[src/rtl/bram_snapshot_pkg.sv]
// bram_snapshot_pkg: shared state encoding for the BRAM snapshot writer
package bram_snapshot_pkg;
  typedef enum logic [1:0] {
    IDLE    = 2'd0,
    ARMED   = 2'd1,
    CAPTURE = 2'd2,
    DONE    = 2'd3
  } state_t;
endpackage

[src/rtl/bram_snapshot_writer_decim.sv]
// snapshot_decim: keeps the first valid sample after trigger, then every (decim+1)-th valid sample
module snapshot_decim #(
  parameter int DECIM_WIDTH = 8
) (
  input  logic                   clk,
  input  logic                   rst_n,
  input  logic                   start,
  input  logic                   active,
  input  logic                   valid,
  input  logic [DECIM_WIDTH-1:0] decim,
  output logic                   keep
);
  logic [DECIM_WIDTH-1:0] d, cnt, cur_d, cur_cnt;
  assign cur_d   = start ? decim : d;
  assign cur_cnt = start ? '0 : cnt;
  assign keep    = cur_cnt == '0;
  // Hold the factor from the trigger cycle and count valid samples modulo decim+1
  always_ff @(posedge clk or negedge rst_n)
    if (!rst_n) begin
      d   <= '0;
      cnt <= '0;
    end else begin
      if (start) d <= decim;
      if ((start || active) && valid) cnt <= (cur_cnt == cur_d) ? '0 : cur_cnt + 1'b1;
      else if (start) cnt <= '0;
    end
endmodule

[src/rtl/bram_snapshot_writer.sv]
// bram_snapshot_writer: arm/trigger burst capture into a BRAM port; BRAM_SNAPSHOT_DECIM_EN adds decimation
module bram_snapshot_writer
  import bram_snapshot_pkg::*;
#(
  parameter int DATA_WIDTH  = 64,
  parameter int ADDR_WIDTH  = 10,
  parameter int CAPTURE_LEN = 2 ** ADDR_WIDTH,
  parameter int DECIM_WIDTH = 8
) (
  input  logic                   fpga_clk,
  input  logic                   rst_n,
  input  logic [DATA_WIDTH-1:0]  din,
  input  logic                   din_valid,
  input  logic                   trigger,
  input  logic                   arm,
  input  logic                   abort,
  input  logic [DECIM_WIDTH-1:0] decim,
  output logic [ADDR_WIDTH-1:0]  bram_addr,
  output logic [DATA_WIDTH-1:0]  bram_din,
  output logic                   bram_we,
  output logic                   armed,
  output logic                   busy,
  output logic                   done,
  output logic [ADDR_WIDTH:0]    wr_count
);
  localparam logic [ADDR_WIDTH:0] LEN = (ADDR_WIDTH + 1)'(CAPTURE_LEN);
  state_t state, nxt;
  logic trig, in_cap, arm_ok, keep, acc, last;
  logic [ADDR_WIDTH:0] base;
  assign trig   = state == ARMED && trigger && !abort;
  assign in_cap = state == CAPTURE && !abort;
  assign arm_ok = arm && !abort && (state == IDLE || state == DONE);
  assign acc    = (trig || in_cap) && din_valid && keep;
  assign base   = trig ? '0 : wr_count;
  assign last   = acc && (base + 1'b1 == LEN);
`ifdef BRAM_SNAPSHOT_DECIM_EN
  snapshot_decim #(.DECIM_WIDTH(DECIM_WIDTH)) u_decim (
    .clk   (fpga_clk),
    .rst_n (rst_n),
    .start (trig),
    .active(in_cap),
    .valid (din_valid),
    .decim (decim),
    .keep  (keep)
  );
`else
  logic unused_decim;
  assign unused_decim = ^decim;
  assign keep = 1'b1;
`endif
  // State register
  always_ff @(posedge fpga_clk or negedge rst_n)
    if (!rst_n) state <= IDLE;
    else state <= nxt;
  // Next state: abort beats arm; arm only from IDLE/DONE; final write ends the burst
  always_comb
    nxt = abort ? IDLE : arm_ok ? ARMED : last ? DONE : trig ? CAPTURE : state;
  // Status flags decoded from the registered state
  always_comb begin
    armed = state == ARMED;
    busy  = state == CAPTURE;
    done  = state == DONE;
  end
  // Registered BRAM write port and sample counter
  always_ff @(posedge fpga_clk or negedge rst_n)
    if (!rst_n) begin
      bram_we   <= 1'b0;
      bram_addr <= '0;
      bram_din  <= '0;
      wr_count  <= '0;
    end else begin
      bram_we <= acc;
      if (acc) begin
        bram_addr <= base[ADDR_WIDTH-1:0];
        bram_din  <= din;
      end
      wr_count <= (abort || arm_ok) ? '0 : acc ? base + 1'b1 : wr_count;
    end
endmodule

[config.mk]
export PLATFORM = sky130hd
export DESIGN_NAME = bram_snapshot_writer
export DESIGN_NICKNAME = d
export VERILOG_FILES = /design/src/rtl/bram_snapshot_pkg.sv /design/src/rtl/bram_snapshot_writer_decim.sv /design/src/rtl/bram_snapshot_writer.sv
export SDC_FILE = /design/constraint.sdc
export NUM_CORES = 1
export LEC_CHECK = 0
export BUFFER_PORTS_ARGS = -buffer_cell sky130_fd_sc_hd__buf_2
export CELL_PAD_IN_SITES_DETAIL_PLACEMENT = 1
export CELL_PAD_IN_SITES_GLOBAL_PLACEMENT = 2
export CORE_ASPECT_RATIO = 1.25
export CORE_UTILIZATION = 26
export DETAILED_ROUTE_END_ITERATION = 8
export PLACE_DENSITY_LB_ADDON = 0.12
export SETUP_SLACK_MARGIN = 0.05
export SYNTH_ARGS = -nofsm -noshare
export SYNTH_HDL_FRONTEND = slang
export SYNTH_SLANG_ARGS = --single-unit
[constraint.sdc]
create_clock -name fpga_clk -period 3.5 [get_ports fpga_clk]
set_input_delay 0.875 -clock fpga_clk [delete_from_list [all_inputs] [get_ports fpga_clk]]
set_output_delay 0.875 -clock fpga_clk [all_outputs]
set_load 0.1 [all_outputs]
==> summary by stage <==
Status
The flow ran to the end, and the final reports show no timing, DRC or antenna violations.

Route
The via-per-instance ratio is 4.55. The detailed router's first-iteration violation count is 134. The length of the first detailed-routing pass in iterations is 4.

The number of vias after detailed routing is 3428. Once detail routing completed, the nets flagged for antenna violations numbered 0. The routed wirelength normalized by instance count is 15.3 µm.

The total wire length is 11500 µm. The count of unresolved DRC violations after routing is 0.

Critical path
STA classifies the critical path startpoint as a flop. The required time at the worst-slack endpoint is 3760 ps. The critical path is of the reg -> reg type. In this run the worst path has a maximum fanout of 7.

STA puts the critical path data arrival time at 3020 ps. The worst setup path is captured at a flop. For the worst flop-to-flop path, the logic depth is 10.

Global route
The first-pass GRT wire length is 18600 µm. The global routing usage summed across all routing layers is 16.5%. The number of antenna violations at the first check in global routing was 0. The number of global-route vias before repair is 3592.

Global routing finished with a remaining overflow of 0. The pin count of the biggest net entering global routing is 54.

Synthesis
The number of register bits inferred by synthesis is 88. Sequential elements use 58.7% of the synthesized area. The cell accounting for the most synthesized area is sky130_fd_sc_hd__dfrtp_1. The most used flip-flop cell after synthesis is sky130_fd_sc_hd__dfrtp_1. In the post-synthesis netlist, the biggest area contributors are sky130_fd_sc_hd__dfrtp_1, sky130_fd_sc_hd__nand2_1, sky130_fd_sc_hd__o21ai_0.

For this run, asynchronously set or reset flops after synthesis account for 100%. The synthesized area per cell is 8.95 µm². The number of nets handed over by synthesis was 502.

The top cell type by area accounts for 58.7% of the synthesized area. The Yosys step of the flow raised 0 warnings. In this run, synthesis inferred 0 flip-flops with an integrated enable.

The netlist area before placement is 0.00375 mm². Synthesis produced a netlist whose cell count is 419. The number of distinct library cells after synthesis is 44.

Floorplanning
The overall die width is 109 µm. For this design the top-level I/O count stands at 167. The die is 136 µm tall. In this run the standard cell core region covers 0.0139 mm².

The die covers 0.0149 mm². The initial standard-cell utilization of the core is 26.9%. The row count is 48.

STA
At the pin with the least slew margin, the transition time is 738 ps. The tightest hold path in the finished design has a slack of 461 ps. The tightest slew margin relative to the limit is 50.8%. The upper clock frequency limit is 361 MHz.

In the post-route analysis, the smallest setup slack over all paths is 733 ps. The time the worst path needs with I/O delays and setup is 2770 ps. The maximum clock skew at final layout is 5.53 ps.

The hold violation count in the final report came to 0. The final-layout setup total negative slack is 0 ps. Setup violations remaining at the end of the flow were counted as 0. The final number of max-transition violations is 0.

Setup repair after global routing left no endpoint under its margin. After layout, the worst path uses 79.1% of the clock period.

CTS
The root buffer cell is sky130_fd_sc_hd__clkbuf_16. Counting along the longest clock path gives a buffer depth of 2. The TritonCTS clock tree is built. The post-cts resize count is 0. The number of hold-repair buffers added at the cts stage is 0.

Counting every sink on the clock net gives 88. In this run the number of H-tree levels came out at 3. The number of clock buffers added by TritonCTS is 9. Clock-pin slew was measured on the worst setup and hold paths at 70 ps.

The clock insertion delay at the later pin of the skew report is 350 ps. Post-CTS timing repair inserted 0 buffers for setup.

Cells and area
The number of fill cells is 1703. The repair_antennas step left the layout with diodes totalling 0. The share of layout cells above drive strength 1 is 32.8%. The core utilization of the finished layout is 36.0%. The post-layout net count is 657.

Compared with the post-synthesis result, the final layout area differs by 33.7%.

Place
The detailed placement HPWL is 8140 µm. Buffers placed on the I/O ports in this run total 158. OpenSTA, run right after detailed placement, puts the worst setup slack at 443 ps. Routability-driven placement finished with a final weighted congestion of 0.741.

Flow run
Across the run, the number of max-cap violations was 0.

Power and ir drop
The largest voltage drop on the vdd net is 478 µV. Total power for the finished layout comes to 4850 µW. For this design the static power due to leakage is 0.00283 µW.

For this design the ratio of total power to cell area is 969 mW/mm².

Worst hold path
The tightest min-delay check is of the reg -> reg type. The worst hold path was traced through 2 stages.
==> critical path: stages (launching register included) <==
cell and delay, ps:
sky130_fd_sc_hd__dfrtp_1 410, sky130_fd_sc_hd__inv_1 60, sky130_fd_sc_hd__ha_1 210, sky130_fd_sc_hd__nand3b_1 170, sky130_fd_sc_hd__and2_1 230, sky130_fd_sc_hd__ha_1 350, sky130_fd_sc_hd__nand4_4 170, sky130_fd_sc_hd__or4_4 570
sky130_fd_sc_hd__a21oi_4 190, sky130_fd_sc_hd__nand2_2 80, sky130_fd_sc_hd__o31ai_2 230
==> cells in the mapped netlist, types with 3 or more instances <==
cell / n
sky130_fd_sc_hd__nand2_1: 219
sky130_fd_sc_hd__dfrtp_1: 88
sky130_fd_sc_hd__clkbuf_1: 14
sky130_fd_sc_hd__o21ai_0: 13
sky130_fd_sc_hd__nand3_1: 12
sky130_fd_sc_hd__o31ai_1: 6
sky130_fd_sc_hd__ha_1: 5
sky130_fd_sc_hd__inv_1: 5
sky130_fd_sc_hd__a21oi_1: 4
sky130_fd_sc_hd__buf_2: 4
sky130_fd_sc_hd__a22o_1: 3
sky130_fd_sc_hd__a31oi_1: 3
sky130_fd_sc_hd__and3_1: 3
sky130_fd_sc_hd__nor2_1: 3
sky130_fd_sc_hd__nor3_1: 3
==> kinds of logic (layout without fill, tap and decap cells) <==
| group | Yosys count | count (layout) | synth area share [%] |
|---|---|---|---|
| and+or+nand+nor | 254 | 254 | 27.9 |
| adders and majority gates | 5 | 5 | 1.67 |
| xor gates and xnor gates | 1 | 1 | 0.234 |
| muxes | 1 | 1 | 0.300 |
| AOI/OAI and AO/OA | 44 | 44 | 8.24 |
| buffers and inverters | 26 | 186 | 2.94 |
| DFF | 88 | 88 | 58.7 |
==> worst paths after layout <==
check	from	endpoint	slack, ps
max in group asynchronous	rst_n	bram_din[46]	2240
max	state[1]	state[1]	730
min in group asynchronous	rst_n	bram_addr[9]	560
min	bram_addr[7]	bram_addr[7]	460
min reg2reg	bram_addr[7]	bram_addr[7]	460
max reg2reg	state[1]	state[1]	730
==> power breakdown <==
part	internal, µW	switching (µW)	leakage, µW
Clock	480	426	0.000128
Combinational	307	2240	0.00156
Sequential	1270	130	0.00114
==> routing by layer <==
layer	part of all wire (%)	track usage [%]	routed length [µm]	vias to the layer above
met5	0	0	0	-
met4	1.9	7.48	216	0
met3	7.3	5.61	839	12
met2	51	27.7	5860	90
met1	40	18.7	4610	1661
li1	-	-	-	1665
==> metrics by stage <==
step                std cells  area [µm²]
floorplan                 419        3750
global placement          738        4740
detailed placement        738        4740
CTS                       754        5010
global route              754        5010
finish                    754        5010
==> cell usage in the layout (no fill, tap or decap), types with 2 or more instances in the layout <==
master	count
sky130_fd_sc_hd__a21oi_1	4
sky130_fd_sc_hd__a22o_1	3
sky130_fd_sc_hd__a31oi_1	3
sky130_fd_sc_hd__and2_1	2
sky130_fd_sc_hd__and3_1	3
sky130_fd_sc_hd__buf_2	157
sky130_fd_sc_hd__buf_4	6
sky130_fd_sc_hd__clkbuf_16	9
sky130_fd_sc_hd__clkinv_2	3
sky130_fd_sc_hd__clkinvlp_4	3
sky130_fd_sc_hd__dfrtp_1	88
sky130_fd_sc_hd__ha_1	5
sky130_fd_sc_hd__inv_1	5
sky130_fd_sc_hd__nand2_1	219
sky130_fd_sc_hd__nand3_1	12
sky130_fd_sc_hd__nand4_1	2
sky130_fd_sc_hd__nor2_1	3
sky130_fd_sc_hd__nor3_1	3
sky130_fd_sc_hd__o2111ai_1	2
sky130_fd_sc_hd__o21ai_0	13
sky130_fd_sc_hd__o22ai_1	2
sky130_fd_sc_hd__o31ai_1	6
==> cell type report <==
type	instances	area, µm²	share of cell area [%]
clock inverter	7	46.3	0.924
sequential	88	2200	43.9
tap	175	219	4.37
clock buffer	9	225	4.49
multi-input combinational	305	1450	28.9
inverter	6	22.5	0.449
timing repair buffer	164	851	17.0
==> state kept, by name (all words and copies together), names as in the netlist <==
signal / flops
bram_we: 1
bram_din: 64
bram_addr: 10
state: 2
wr_count: 11
Power figures use the tool's default switching activity.
